==> config.mk <==
export PLATFORM = sky130hd
export DESIGN_NAME = pong_game_ctrl
export DESIGN_NICKNAME = d
export VERILOG_FILES = /design/src/rtl/pong_game_ctrl.sv
export SDC_FILE = /design/constraint.sdc
export NUM_CORES = 1
export LEC_CHECK = 0
export BUFFER_PORTS_ARGS = -buffer_cell sky130_fd_sc_hd__clkbuf_2
export CAP_MARGIN = 5
export CORE_UTILIZATION = 25
export DETAILED_ROUTE_END_ITERATION = 8
export GPL_TIMING_DRIVEN = 0
export PLACE_DENSITY_LB_ADDON = 0.08
export REMOVE_ABC_BUFFERS = 1
export SLEW_MARGIN = 20
export SYNTH_ARGS = -nofsm -noshare
export SYNTH_HDL_FRONTEND = slang
export SYNTH_SLANG_ARGS = --single-unit
==> constraint.sdc <==
create_clock -name clk -period 4.1 [get_ports clk]
set_input_delay 0.82 -clock clk [delete_from_list [all_inputs] [get_ports clk]]
set_output_delay 0.82 -clock clk [all_outputs]
set_load 0.01 [all_outputs]
==> src/rtl/pong_game_ctrl.sv <==
// Pong game sequencer: tick divider, paddles, ball physics, scoring FSM.
// Optional PONG_AI_EN makes P2 track the ball instead of following p2_up/p2_dn.
module pong_game_ctrl #(
  parameter int unsigned TICK_DIV  = 4,
  parameter int unsigned PADDLE_H  = 8,
  parameter int unsigned SERVE_DLY = 16,
  parameter int unsigned WIN_SCORE = 7
) (
  input  logic       clk,
  input  logic       rst,
  input  logic       start,
  input  logic       p1_up,
  input  logic       p1_dn,
  input  logic       p2_up,
  input  logic       p2_dn,
  output logic [5:0] bx,
  output logic [5:0] by,
  output logic [5:0] p1y,
  output logic [5:0] p2y,
  output logic [2:0] sc1,
  output logic [2:0] sc2,
  output logic [2:0] state,
  output logic       frame_tick
);

  localparam int unsigned CW   = (TICK_DIV > 1) ? $clog2(TICK_DIV) : 1;
  localparam logic [5:0]  PC   = 6'((64 - PADDLE_H) / 2);
  localparam logic [6:0]  PMAX = 7'(64 - PADDLE_H);
  localparam logic [6:0]  PH   = 7'(PADDLE_H);

  typedef enum logic [2:0] {
    StIdle     = 3'd0,
    StServe    = 3'd1,
    StPlay     = 3'd2,
    StPoint    = 3'd3,
    StGameover = 3'd4
  } state_e;

  state_e        st_q, st_d;
  logic [CW-1:0] cnt_q;
  logic [15:0]   srv_q, srv_d;
  logic [5:0]    bx_q, bx_d, by_q, by_d, p1y_q, p1y_d, p2y_q, p2y_d;
  logic [2:0]    sc1_q, sc1_d, sc2_q, sc2_d;
  // Direction flags: 1 = moving toward row/column 0.
  logic          dx_neg_q, dx_neg_d, dy_neg_q, dy_neg_d;
  logic          loser_p1_q, loser_p1_d;
  logic          ft_q, tick;
  logic          p2_up_eff, p2_dn_eff, p1_hit, p2_hit;
  logic [5:0]    p1_new, p2_new;

  function automatic logic [5:0] move_paddle(input logic [5:0] py, input logic up,
                                             input logic dn);
    if (up && !dn && py != 6'd0) return py - 6'd1;
    if (dn && !up && {1'b0, py} < PMAX) return py + 6'd1;
    return py;
  endfunction

`ifdef PONG_AI_EN
  logic [6:0] p2_mid;
  logic       unused_p2_btn;
  assign p2_mid        = {1'b0, p2y_q} + 7'(PADDLE_H / 2);
  assign p2_up_eff     = {1'b0, by_q} < p2_mid;
  assign p2_dn_eff     = {1'b0, by_q} > p2_mid;
  assign unused_p2_btn = p2_up ^ p2_dn;
`else
  assign p2_up_eff = p2_up;
  assign p2_dn_eff = p2_dn;
`endif

  assign tick   = (cnt_q == CW'(TICK_DIV - 1));
  assign p1_new = move_paddle(p1y_q, p1_up, p1_dn);
  assign p2_new = move_paddle(p2y_q, p2_up_eff, p2_dn_eff);
  // Hit windows use the post-move paddle row against the pre-move ball row.
  assign p1_hit = ({1'b0, by_q} >= {1'b0, p1_new}) && ({1'b0, by_q} < {1'b0, p1_new} + PH);
  assign p2_hit = ({1'b0, by_q} >= {1'b0, p2_new}) && ({1'b0, by_q} < {1'b0, p2_new} + PH);

  always_comb begin
    st_d       = st_q;
    srv_d      = srv_q;
    bx_d       = bx_q;
    by_d       = by_q;
    p1y_d      = p1y_q;
    p2y_d      = p2y_q;
    sc1_d      = sc1_q;
    sc2_d      = sc2_q;
    dx_neg_d   = dx_neg_q;
    dy_neg_d   = dy_neg_q;
    loser_p1_d = loser_p1_q;
    unique case (st_q)
      StIdle: begin
        if (start) begin
          st_d  = StServe;
          srv_d = '0;
          sc1_d = '0;
          sc2_d = '0;
          bx_d  = 6'd32;
          by_d  = 6'd32;
          p1y_d = PC;
          p2y_d = PC;
        end
      end
      StServe: begin
        bx_d     = 6'd32;
        by_d     = 6'd32;
        dy_neg_d = 1'b0;
        dx_neg_d = loser_p1_q;
        if (tick) begin
          p1y_d = p1_new;
          p2y_d = p2_new;
          if (srv_q == 16'(SERVE_DLY - 1)) begin
            st_d  = StPlay;
            srv_d = '0;
          end else begin
            srv_d = srv_q + 16'd1;
          end
        end
      end
      StPlay: begin
        if (tick) begin
          p1y_d = p1_new;
          p2y_d = p2_new;
          if (by_q == 6'd0 && dy_neg_q) begin
            dy_neg_d = 1'b0;
            by_d     = 6'd1;
          end else if (by_q == 6'd63 && !dy_neg_q) begin
            dy_neg_d = 1'b1;
            by_d     = 6'd62;
          end else begin
            by_d = dy_neg_q ? by_q - 6'd1 : by_q + 6'd1;
          end
          if (bx_q == 6'd2 && dx_neg_q && p1_hit) begin
            dx_neg_d = 1'b0;
            bx_d     = 6'd3;
          end else if (bx_q == 6'd61 && !dx_neg_q && p2_hit) begin
            dx_neg_d = 1'b1;
            bx_d     = 6'd60;
          end else begin
            bx_d = dx_neg_q ? bx_q - 6'd1 : bx_q + 6'd1;
          end
          if (bx_d == 6'd0 || bx_d == 6'd63) st_d = StPoint;
        end
      end
      StPoint: begin
        // Ball parked at column 0 means P2 scored, column 63 means P1 scored.
        if (bx_q == 6'd0) begin
          sc2_d      = sc2_q + 3'd1;
          loser_p1_d = 1'b1;
        end else begin
          sc1_d      = sc1_q + 3'd1;
          loser_p1_d = 1'b0;
        end
        if (sc1_d == 3'(WIN_SCORE) || sc2_d == 3'(WIN_SCORE)) begin
          st_d = StGameover;
        end else begin
          st_d  = StServe;
          srv_d = '0;
          bx_d  = 6'd32;
          by_d  = 6'd32;
        end
      end
      StGameover: begin
        if (start) begin
          st_d       = StServe;
          srv_d      = '0;
          sc1_d      = '0;
          sc2_d      = '0;
          bx_d       = 6'd32;
          by_d       = 6'd32;
          p1y_d      = PC;
          p2y_d      = PC;
          loser_p1_d = 1'b0;
        end
      end
      default: st_d = StIdle;
    endcase
  end

  always_ff @(posedge clk) begin
    if (rst) begin
      st_q       <= StIdle;
      cnt_q      <= '0;
      srv_q      <= '0;
      bx_q       <= 6'd32;
      by_q       <= 6'd32;
      p1y_q      <= PC;
      p2y_q      <= PC;
      sc1_q      <= '0;
      sc2_q      <= '0;
      dx_neg_q   <= 1'b0;
      dy_neg_q   <= 1'b0;
      loser_p1_q <= 1'b0;
      ft_q       <= 1'b0;
    end else begin
      st_q       <= st_d;
      cnt_q      <= tick ? '0 : cnt_q + CW'(1);
      srv_q      <= srv_d;
      bx_q       <= bx_d;
      by_q       <= by_d;
      p1y_q      <= p1y_d;
      p2y_q      <= p2y_d;
      sc1_q      <= sc1_d;
      sc2_q      <= sc2_d;
      dx_neg_q   <= dx_neg_d;
      dy_neg_q   <= dy_neg_d;
      loser_p1_q <= loser_p1_d;
      ft_q       <= tick;
    end
  end

  assign bx         = bx_q;
  assign by         = by_q;
  assign p1y        = p1y_q;
  assign p2y        = p2y_q;
  assign sc1        = sc1_q;
  assign sc2        = sc2_q;
  assign state      = st_q;
  assign frame_tick = ft_q;

endmodule

Word level (Yosys, flattened, before mapping)
Index checks and enable logic that the tools add are counted.
{"block": "word_totals", "wordCells": 165, "ff_bits": 55}
{"block": "classes", "n_lt_le_gt_ge": 6, "mux": 63, "reduce_logical": 47, "eq_ne": 22, "addsub": 14}
{"cell": "$mux W6", "count": 23}
{"cell": "$mux W16", "count": 4}
{"cell": "$pmux W16 S3", "count": 1}
{"cell": "$pmux W6 S4", "count": 2}
{"cell": "$mux W3", "count": 11}
{"cell": "$add A6 B1 Y6 const B", "count": 4}
{"cell": "$pmux W6 S2", "count": 2}
{"cell": "$sub A6 B1 Y6 const B", "count": 4}
{"cell": "$eq A6 B6 Y1 const B", "count": 3}
{"cell": "$logic_not A6 Y1", "count": 3}
{"cell": "$add A16 B1 Y16 const B", "count": 1}
{"cell": "$eq A16 B4 Y1 const B", "count": 1}
{"cell": "$logic_and A1 B1 Y1", "count": 16}
{"cell": "$add A6 B4 Y7 const B", "count": 2}
{"cell": "$lt A6 B7 Y1", "count": 2}
{"cell": "$mux W1", "count": 14}
{"cell": "$ge A6 B6 Y1", "count": 2}
{"cell": "$lt A6 B6 Y1 const B", "count": 2}
{"cell": "$ne A2 B2 Y1 const B", "count": 6}
{"cell": "$pmux W3 S2", "count": 2}
{"cell": "$pmux W3 S4", "count": 1}
{"cell": "$reduce_bool A6 Y1", "count": 2}
{"cell": "$eq A3 B3 Y1 const B", "count": 3}
{"cell": "$reduce_and A3 Y1", "count": 3}
{"cell": "19 further kinds", "count": 38}

Logic depth before layout (Yosys ltp)
Gate-level depths: netlist (run 1).
{"block": "depth", "word_depth": 20, "ltp_mapped": 15}

Worst setup path before layout (run 1)
OpenSTA, ideal clock, no wires.
{"block": "synth_timing", "path_kind": "input to register", "from": "input p1_up", "to": "register st_q[0], in the netlist state[0]", "path_slack_ps": 831, "t_required_ps": 3980, "path_buffers": 0, "arrival_ps": 3150, "stages": 12, "path_cell_list": "nor2b_1 nand2_1 or4_1 mux2_2 xor2_1 ha_1 a2111oi_0 o2bb2ai_1 nand3_1 o41ai_4 nor3_1 o31a_1"}
{"block": "synth_between", "elab_chain_len": 18, "word_cells_on_any_way": 24}
{"element": "start: declaration", "line": "12", "source": "input logic p1_up,"}
{"element": "$logic_not A1 Y1", "line": "54", "source": "if (dn && !up && {1'b0, py} < PMAX) return py + 6'd1;"}
{"element": "$logic_and A1 B1 Y1 (2 in a row)", "line": "54"}
{"element": "$mux W1 (2 in a row)", "line": "54"}
{"element": "$mux W6", "line": "55", "source": "return py;"}
{"element": "$mux W6 *", "line": "54"}
{"element": "$add A6 B4 Y7", "line": "74", "source": "assign p1_hit = ({1'b0, by_q} >= {1'b0, p1_new}) && ({1'b0, by_q} < {1'b0, p1_new} + PH);"}
{"element": "$lt A6 B7 Y1", "line": "74"}
{"element": "$logic_and A1 B1 Y1 *", "line": "74"}
{"element": "$logic_and A1 B1 Y1 *", "line": "131", "source": "if (bx_q == 6'd2 && dx_neg_q && p1_hit) begin"}
{"element": "$mux W6 *", "line": "131"}
{"element": "$mux W6 *", "line": "119", "source": "if (tick) begin"}
{"element": "$mux W6 *", "line": "89", "source": "unique case (st_q)"}
{"element": "$eq A6 B6 Y1 or $logic_not A6 Y1 (tied branches)", "line": "140", "source": "if (bx_d == 6'd0 || bx_d == 6'd63) st_d = StPoint;"}
{"element": "$logic_or A1 B1 Y1 *", "line": "140"}
{"element": "$ne A2 B2 Y1 (no line) *"}
{"element": "$reduce_and A5 Y1 (no line) *"}
{"element": "end signal: assignment", "line": "180", "source": "st_q <= StIdle;"}
{"element": "end signal: assignment", "line": "194", "source": "st_q <= st_d;"}
{"element": "end: declaration", "line": "39", "source": "state_e st_q, st_d;"}
Mark *: on every way between the ends. The rest lies on a longest branch, timed or not. The select of a mux whose other input is x is not followed.
A chain may end at the register's enable or synchronous reset.

Worst setup path in the final report (run 1)
{"block": "layout_timing", "from": "register p1y_q[0], in the netlist p1y[0]", "to": "register dx_neg_q"}
{"block": "layout_between", "elab_chain_len": 13, "word_cells_on_any_way": 23}
{"element": "start: declaration", "line": "42", "source": "logic [5:0] bx_q, bx_d, by_q, by_d, p1y_q, p1y_d, p2y_q, p2y_d;"}
{"element": "start signal: assignment", "line": "199", "source": "p1y_q <= p1y_d;"}
{"element": "$lt A6 B6 Y1", "line": "54"}
{"element": "$logic_and A1 B1 Y1", "line": "54"}
{"element": "$mux W1 (2 in a row)", "line": "54"}
{"element": "$mux W6", "line": "55"}
{"element": "$mux W6 *", "line": "54"}
{"element": "$add A6 B4 Y7", "line": "74"}
{"element": "$lt A6 B7 Y1", "line": "74"}
{"element": "$logic_and A1 B1 Y1 *", "line": "74"}
{"element": "$logic_and A1 B1 Y1 *", "line": "131"}
{"element": "$mux W1", "line": "131"}
{"element": "$mux W1", "line": "119"}
{"element": "$pmux W1 S2", "line": "89"}
{"element": "end signal: assignment", "line": "203", "source": "dx_neg_q <= dx_neg_d;"}
{"element": "end: declaration", "line": "45", "source": "logic dx_neg_q, dx_neg_d, dy_neg_q, dy_neg_d;"}
Marked as above.

==> results of run 1 <==
[flip-flops by register name, indices dropped and copies added (netlist names)]
register,cells
state,3
dx_neg_q,1
sc1,3
cnt_q,2
dy_neg_q,1
frame_tick,1
p2y,6
by,6
loser_p1_q,1
p1y,6
bx,6
srv_q,16
sc2,3
[cells by family after synthesis]
| group | synth area share, % |
|---|---|
| compound gates | 20.0 |
| flops | 27.3 |
| fa+ha+maj | 12.8 |
| mux | 3.35 |
| simple gates | 25.5 |
| buf+inv | 3.94 |
| xor+xnor | 7.16 |
[metrics by stage]
stage	utilization [%]	setup slack, ns	instance area (um^2)	cells	hold WS [ns]
after CTS	29.0	0.448	4580	738	0.437
after detailed placement	28.0	0.361	4430	730	0.425
after global routing	29.0	0.215	4580	738	0.479
after floorplan	-	0.831	3950	473	0.403
final	29.0	0.514	4580	738	0.431
after global placement	27.9	0.412	4420	729	0.417
[layout by cell type, fill, tap and decap left out, drive strengths merged, types with 18 or more instances in the layout]
cell    netlist  layout
nor2         61      61
dfxtp        55      55
clkbuf       12      45
ha           38      38
a21oi        32      32
nand2        25      25
xor2         23      23
inv          20      23
nor3         20      20
o21ai        18      18
[area by class of cell]
| type | instances | area (um^2) | share of cell area [%] |
|---|---|---|---|
| Clock buffer | 5 | 125 | 2.73 |
| Clock inverter | 3 | 31.3 | 0.682 |
| Inverter | 20 | 75.1 | 1.64 |
| Multi-Input combinational cell | 398 | 2770 | 60.5 |
| Sequential cell | 55 | 1100 | 24.0 |
| Tap cell | 216 | 270 | 5.90 |
| Timing Repair Buffer | 41 | 208 | 4.53 |
[worst max-delay path by stage]
| stage | start | end | slack, ns | depth (start not counted) |
|---|---|---|---|---|
| floorplan | p1_up | state[0] | 0.83 | 12 |
| global placement | p1_up | state[0] | 0.41 | 13 |
| detailed placement | p2_dn | bx[1] | 0.36 | 14 |
| CTS | p1y[0] | dx_neg_q | 0.45 | 14 |
| global route | p1y[0] | dx_neg_q | 0.21 | 15 |
| finish | p1y[0] | dx_neg_q | 0.51 | 14 |
[power groups by stage]
stage                     Sequential, mW  Clock (mW)  Combinational [mW]
final                              0.549       0.471               0.123
after global routing               0.550       0.518               0.140
after CTS                          0.549       0.499               0.125
after detailed placement           0.562           0               0.124
after global placement             0.562           0               0.123
after floorplan                    0.560           0              0.0858
[metal layers]
layer  GRT usage (%)  part of all wire, %
met3            3.10                  3.1
met5               0                    0
met2            23.2                   47
met1            17.5                   49
met4            4.15                  1.1
[worst max-delay path, stage by stage, from the launching register on]
cell       delay [ns]
dfxtp_1          0.39
inv_1            0.11
ha_1             0.16
or3b_2           0.50
nor3_1           0.15
nor2_1           0.11
a21o_1           0.16
o21ai_0          0.28
ha_1             0.31
a2111oi_0        0.42
o31ai_1          0.17
nand3_1          0.13
o41ai_4          0.12
a311o_1          0.37
nor3_1           0.13
==> flow_summary.toml, run 1 <==
[run_status]
status = "completed"

[critical_path]
reg2reg_setup_slack_ns = 0.51
rr_worst_depth = 14
worstPathArrival_ns = 3.82
worstReg2RegEnd = "dx_neg_q"
start_kind = "flop"
path_class = "flop to flop"
critPathMaxFanout = 7
worstPathRequired_ns = 4.33
rr_startpoint = "p1y[0]"
cp-end-kind = "flop"

[layout]
nNetsFinal = 568
drive_gt1_share_pct = 13.0
nFillCells = 1729
area_growth_pct = 13.6
diodes = 0

[global_routing]
antenna_found_initial = 0
grt_pass1_wl_um = 17900
grt.total_usage_pct = 13.8
grt_max_degree = 38
grt_pass1_vias = 3452
grt_overflow_total = 0

[logic_synthesis]
yosysMostFrequentCell = "nor2_1"
synth-seq-cells = 55
yosys.area.top_type = "dfxtp_1"
syn_area_um2 = 4030
ys.warnings.count = 0
syn_area_per_cell_um2 = 8.20
synthArstFlopShare_pct = 0
synth_seq_area_share_pct = 27.3
synth_cell_type_count = 65
yosys-top-cells-count = "60 x nor2_1, 55 x dfxtp_1, 38 x ha_1, 32 x a21oi_1, 25 x nand2_1"
yosys.area.top_type_share_pct = 27.3
synthCells = 492
synth_edf_count = 0
synth.area.top_cells = "dfxtp_1 27%, ha_1 12%, nor2_1 5.6%, xor2_1 5.0%, a21oi_1 4.0%"
synthFlopType = "dfxtp_1"

[floorplan]
die-area_um2 = 16600
core_um2 = 15800
initial_core_util_pct = 25.5
io_pins = 41
dieHeight_um = 129
die_w_um = 129
row_count = 46

[detailed_routing]
wl_per_cell_um = 14.5
drt_iter0_markers = 116
via_count = 3605
drt-pass1-iter-count = 4
wl_um = 10700
ant_nets = 0
drc_errors = 0
viasPerCell = 4.88

[timing]
fmax_ghz = 0.279
setup_viol = 0
slew-limit-headroom_pct = 43.5
grt_setup_unrepaired = "no"
period_needed_ns = 3.59
slew_viol_final = 0
hold_violations = 0
fin_tns_setup_ns = 0
finClkSkew_ns = 0.00330
period_share_pct = 87.5
tightest_slew_ns = 0.848

[clocking]
postCtsHoldBufs = 0
cts_root_buf = "clkbuf_16"
cts_resized = 0
cts_setup_buffers = 0
cts.clk_slew.worst_paths_ns = 0.08
clk_path_buf_depth = 2
clkLatencyLatePin_ns = 0.31
cts_tree = "done"
numCtsBuffers = 5
clkSinkCount = 55
htreeDepth = 2

[power_and_ir_drop]
pwr_density_cell_nw_per_um2 = 249
combinationalPowerShare_pct = 10.8
pwr-share-clk_pct = 41.2
pwr-share-seq_pct = 48.1
net-switching-power_uw = 318
finalPower_mw = 1.14
leakagePower_nw = 1.86
vdd_drop_max_mv = 0.152
p_sw_share_pct = 27.8
internal-power_uw = 825

[placed_design]
gp_congestion = 0.722
port_buffers = 40
dp_hpwl_um = 7920

[hold_path]
hp-class = "flop to flop"
min_to = "cnt_q[0]"
worstHoldPathCells = 1
worstHoldStart = "cnt_q[0]"

[flow_run]
cap_violations = 0
Power figures use the tool's default switching activity.
==> run 2: changes to the inputs <==
--- a/config.mk
+++ b/config.mk
@@ -5,13 +5,12 @@
 export SDC_FILE = /design/constraint.sdc
 export NUM_CORES = 1
 export LEC_CHECK = 0
-export BUFFER_PORTS_ARGS = -buffer_cell sky130_fd_sc_hd__clkbuf_2
 export CAP_MARGIN = 5
 export CORE_UTILIZATION = 25
 export DETAILED_ROUTE_END_ITERATION = 8
+export DONT_BUFFER_PORTS = 1
 export GPL_TIMING_DRIVEN = 0
 export PLACE_DENSITY_LB_ADDON = 0.08
-export REMOVE_ABC_BUFFERS = 1
 export SLEW_MARGIN = 20
 export SYNTH_ARGS = -nofsm -noshare
 export SYNTH_HDL_FRONTEND = slang
==> run 2 against run 1 <==
Non-clock buffer count down 21. Cell area down 1.8%. Via count down 3.4%. Routed wire length up 3.5%. Worst setup slack worse by 0.17 ns. Clock power up 18%. Flip-flop and latch count unchanged. Power up 7.5%. Global-route usage about the same. Largest cell class unchanged.
==> flow_summary.toml, run 2 (synthesis results as in run 1) <==
[run_status]
status = "completed"

[clocking]
cts_tree = "done"
clkLatencyLatePin_ns = 0.30
clkSinkCount = 55
cts_root_buf = "clkbuf_16"
clk_path_buf_depth = 2
postCtsHoldBufs = 0
cts_setup_buffers = 0
htreeDepth = 2
cts_resized = 0
cts.clk_slew.worst_paths_ns = 0.07
numCtsBuffers = 5

[layout]
final_common_cell = "nor2_1"
nFillCells = 1726
drive_gt1_share_pct = 6.39
regMostFlops = "srv_q"
design_area_um2 = 4500
largest_reg_flops = 16
area_growth_pct = 11.6
final_cell_mix = "60 x nor2_1, 55 x dfxtp_1, 38 x ha_1"
diodes = 0
nNetsFinal = 547

[placed_design]
dp_slack_ns = 0.351
dp_hpwl_um = 8330
gp_congestion = 0.741
place_area_um2 = 4300
port_buffers = 0

[critical_path]
cp-end-kind = "flop"
worstPathArrival_ns = 3.94
worstPathRequired_ns = 4.29
path_class = "flop to flop"
start_kind = "flop"
critPathMaxFanout = 7

[timing]
finClkSkew_ns = 0.00714
slew-limit-headroom_pct = 49.9
tightest_slew_ns = 0.752
fin_ws_ns = 0.343
period_needed_ns = 3.76
setup_viol = 0
hold_violations = 0
period_share_pct = 91.6
whs_ns = 0.440
slew_viol_final = 0
grt_setup_unrepaired = "yes"
fmax_ghz = 0.266

[detailed_routing]
drt-pass1-iter-count = 5
viasPerCell = 4.86
ant_nets = 0
drt_iter0_markers = 115
drc_errors = 0
via_count = 3484
wl_um = 11100
wl_per_cell_um = 15.5

[hold_path]
hp-class = "flop to flop"

[floorplan]
initial_core_util_pct = 25.5
row_count = 46
dieHeight_um = 129
io_pins = 41
die_w_um = 129
die-area_um2 = 16600
core_um2 = 15800

[global_routing]
grt_max_degree = 17
grt_pass1_wl_um = 17600
grt.total_usage_pct = 13.7
grt_overflow_total = 0
antenna_found_initial = 0
grt_pass1_vias = 3234

[power_and_ir_drop]
finalPower_mw = 1.23
pwr_density_cell_nw_per_um2 = 273
leakagePower_nw = 1.73
vdd_drop_max_mv = 0.206

[flow_run]
cap_violations = 0

[logic_synthesis]
syn_nets = 539
==> run 2: cell count changes in the layout (fill, tap and decap cells not counted) <==
cell       delta
clkbuf_2     -40
clkbuf_1     +13
buf_2         +4
buf_1         +2
bufinv_16     +2
inv_8         -2
buf_6         +1
inv_6         -1
o21ai_0       +1
o21ai_1       -1
==> run 2: path summary, 6_finish.rpt <==
kind	from	endpoint	slack (ns)	cells past startpoint
worst max-delay path	p1y[0]	state[0]	0.34	16
worst min-delay path	cnt_q[0]	cnt_q[0]	0.44	1
worst max register to register	p1y[0]	state[0]	0.34	16
worst min register to register	cnt_q[0]	cnt_q[0]	0.44	1
==> run 2: stage by stage <==
step / utilization [%] / std cells / TNS [ns]
floorplan: - / 492 / 0
CTS: 28.4 / 716 / 0
finish: 28.4 / 717 / 0
global placement: 27.2 / 708 / 0
detailed placement: 27.2 / 708 / 0
global route: 28.4 / 717 / -0.137
==> run 2: final cells by class <==
type | instances | area [um^2] | share of cell area, %
Buffer | 19 | 83.8 | 1.86
Inverter | 20 | 75.1 | 1.67
Multi-Input combinational cell | 398 | 2770 | 61.6
Timing Repair Buffer | 1 | 7.51 | 0.167
Clock inverter | 2 | 60.1 | 1.33
Tap cell | 216 | 270 | 6.00
Clock buffer | 6 | 129 | 2.86
Sequential cell | 55 | 1100 | 24.5
==> run 2: where the power goes <==
part / switching [mW] / internal (mW) / total (mW) / leakage (nW)
Combinational: 0.0762 / 0.0461 / 0.122 / 1.19
Sequential: 0.00988 / 0.540 / 0.550 / 0.444
Clock: 0.205 / 0.351 / 0.556 / 0.0911
Total: 0.291 / 0.937 / 1.23 / 1.73
==> run 2: routing by layer <==
metal	share of wire (%)	vias up	track usage (%)	routed length, um
li1	-	1799	-	-
met1	52	1621	19.7	5710
met2	44	57	21.5	4890
met3	3.5	7	2.19	393
met4	0.85	0	3.18	94
met5	0	-	0	0
==> run 2: critical path, cell delays in order, from the launching register on <==
cell,delay (ns)
dfxtp_1,0.42
inv_1,0.13
ha_1,0.18
or3b_2,0.49
nor3_1,0.15
nor2_1,0.12
a22oi_1,0.18
xor2_1,0.30
ha_1,0.25
o21ba_2,0.15
nor2_1,0.04
o31ai_1,0.31
nand2_1,0.14
o41ai_4,0.29
buf_4,0.19
nor3_1,0.07
o31a_1,0.24
==> run 3: changes to the inputs <==
--- a/config.mk
+++ b/config.mk
@@ -6,6 +6,7 @@
 export NUM_CORES = 1
 export LEC_CHECK = 0
 export CAP_MARGIN = 5
+export CORE_ASPECT_RATIO = 1.2
 export CORE_UTILIZATION = 25
 export DETAILED_ROUTE_END_ITERATION = 8
 export DONT_BUFFER_PORTS = 1
==> constraint.sdc (replaced) <==
create_clock -name clk -period 4.75 [get_ports clk]
set_input_delay 0.95 -clock clk [delete_from_list [all_inputs] [get_ports clk]]
set_output_delay 0.95 -clock clk [all_outputs]
set_load 0.01 [all_outputs]
==> run 3 against run 2 <==
Clock skew is 0.00072 ns lower. Routed wire length is 0.80% higher. Register-to-register slack better by 0.67 ns. Global-route usage hardly changed. Non-clock buffer count is 1 lower. Cell area is 1.4% lower. Worst setup slack better by 0.67 ns. Count of clock-buffer cells in the layout is 1 lower. Combinational power is 13% lower. Critical path type unchanged. Highest routed layer unchanged.
==> flow_summary.toml, run 3 (synthesis results as in run 1) <==
[placed_design]
dp_slack_ns = 0.907
gp_congestion = 0.717
port_buffers = 0
dp_hpwl_um = 8440

[timing]
finClkSkew_ns = 0.00643
slew_viol_final = 0
fin_ws_ns = 1.01
grt_setup_unrepaired = "no"
period_needed_ns = 3.74
period_share_pct = 78.7
tightest_slew_ns = 0.661
setup_viol = 0
whs_ns = 0.441
fmax_ghz = 0.267
fin_tns_setup_ns = 0
slew-limit-headroom_pct = 55.6
hold_violations = 0

[layout]
nNetsFinal = 546
area_growth_pct = 10.0
regMostFlops = "srv_q"
final_cell_mix = "60 x nor2_1, 55 x dfxtp_1, 38 x ha_1"
largest_reg_flops = 16
nFillCells = 1699
drive_gt1_share_pct = 6.40
fin_util_pct = 28.3
final_common_cell = "nor2_1"
diodes = 0

[critical_path]
cpLargestDelayFamily = "compound AO/OA/AOI/OAI gates"
rr_worst_depth = 15
start_kind = "flop"
worstPathArrival_ns = 3.93
cp-end-kind = "flop"
path_buf_inv = 1
startpoint = "p1y[0]"
worstPathRequired_ns = 4.94
critPathMaxFanout = 7
crit_cells = 15
path_class = "flop to flop"
rr_startpoint = "p1y[0]"
slowest_stage = "or3b_2"
crit_chain = "inv_1 > ha_1 > or3b_2 > nor3_1 > nor2_1 > a22oi_1 > xor2_1 > ha_1 > o21ba_2 > nor2_1 > o31ai_1 > nand2_1 > o41ai_4 > nor3_1 > o31a_1"
max_stage_delay_ns = 0.50

[floorplan]
initial_core_util_pct = 25.7
dieHeight_um = 141
die_w_um = 118
die-area_um2 = 16600
io_pins = 41
core_um2 = 15700
row_count = 50

[clocking]
cts_root_buf = "clkbuf_16"
htreeDepth = 2
postCtsHoldBufs = 0
numCtsBuffers = 5
cts_tree = "done"
cts.clk_slew.worst_paths_ns = 0.07
clk_path_buf_depth = 2
cts_setup_buffers = 0
clkSinkCount = 55
cts_resized = 0
clkLatencyLatePin_ns = 0.30

[power_and_ir_drop]
finalPower_uw = 959
net-switching-power_uw = 257
leakagePower_nw = 1.70
vdd_drop_max_mv = 0.125
pwr-share-clk_pct = 39.4
internal-power_uw = 701
combinationalPowerShare_pct = 11.1
p_sw_share_pct = 26.8
pwr_density_cell_nw_per_um2 = 216
pwr-share-seq_pct = 49.5

[global_routing]
grt_max_degree = 18
grt_pass1_wl_um = 18300
antenna_found_initial = 0
grt_pass1_vias = 3450
grt.total_usage_pct = 13.7
grt_overflow_total = 0

[hold_path]
worstHoldPathCells = 1
worstHoldStart = "cnt_q[0]"
hp-class = "flop to flop"

[run_status]
status = "completed"

[detailed_routing]
drt-pass1-iter-count = 4
wl_um = 11200
drc_errors = 0
wl_per_cell_um = 15.8
drt_iter0_markers = 200
ant_nets = 0
via_count = 3509
viasPerCell = 4.96

[logic_synthesis]
syn_nets = 539

[flow_run]
cap_violations = 0
[run 3: path summary, 6_finish.rpt]
path	slack (ns)	to
hold / removal	0.44	cnt_q[0]
hold reg to reg	0.44	cnt_q[0]
setup reg to reg	1.01	state[0]
setup / recovery	1.01	state[0]
[run 3: worst register-to-register path, stage by stage, from the launching register on]
cell	delay, ns
dfxtp_1	0.42
inv_1	0.12
ha_1	0.17
or3b_2	0.50
nor3_1	0.15
nor2_1	0.10
a22oi_1	0.17
xor2_1	0.31
ha_1	0.26
o21ba_2	0.15
nor2_1	0.03
o31ai_1	0.31
nand2_1	0.14
o41ai_4	0.39
nor3_1	0.13
o31a_1	0.25
[run 3: per-layer routing]
metal,global-route usage [%],wire (um)
met1,17.6,5400
met2,23.8,5310
met3,2.67,363
met4,2.83,99
met5,0,0
[run 3: area by class of cell]
class                   instances  area (um^2)  share of cell area (%)
well taps                     208          260                    5.86
flip-flops and latches         55         1100                    24.8
clock inverters                 3         20.0                   0.451
multi-input cells             398         2770                    62.5
plain buffers                  19         83.8                    1.89
clock buffers                   5          125                    2.82
inverters                      20         75.1                    1.69
[run 3: per-stage QoR]
stage	cells	instance area (um^2)
after detailed placement	700	4290
after global routing	708	4440
final	708	4440
after CTS	708	4440
after floorplan	492	4030
after global placement	700	4290
[run 3: power groups by stage]
stage	clock (mW)	sequential [mW]	combinational, mW
after detailed placement	0	0.486	0.108
final	0.377	0.475	0.106
after global routing	0.411	0.476	0.120
after CTS	0.395	0.475	0.109
after floorplan	0	0.483	0.0811
after global placement	0	0.486	0.107
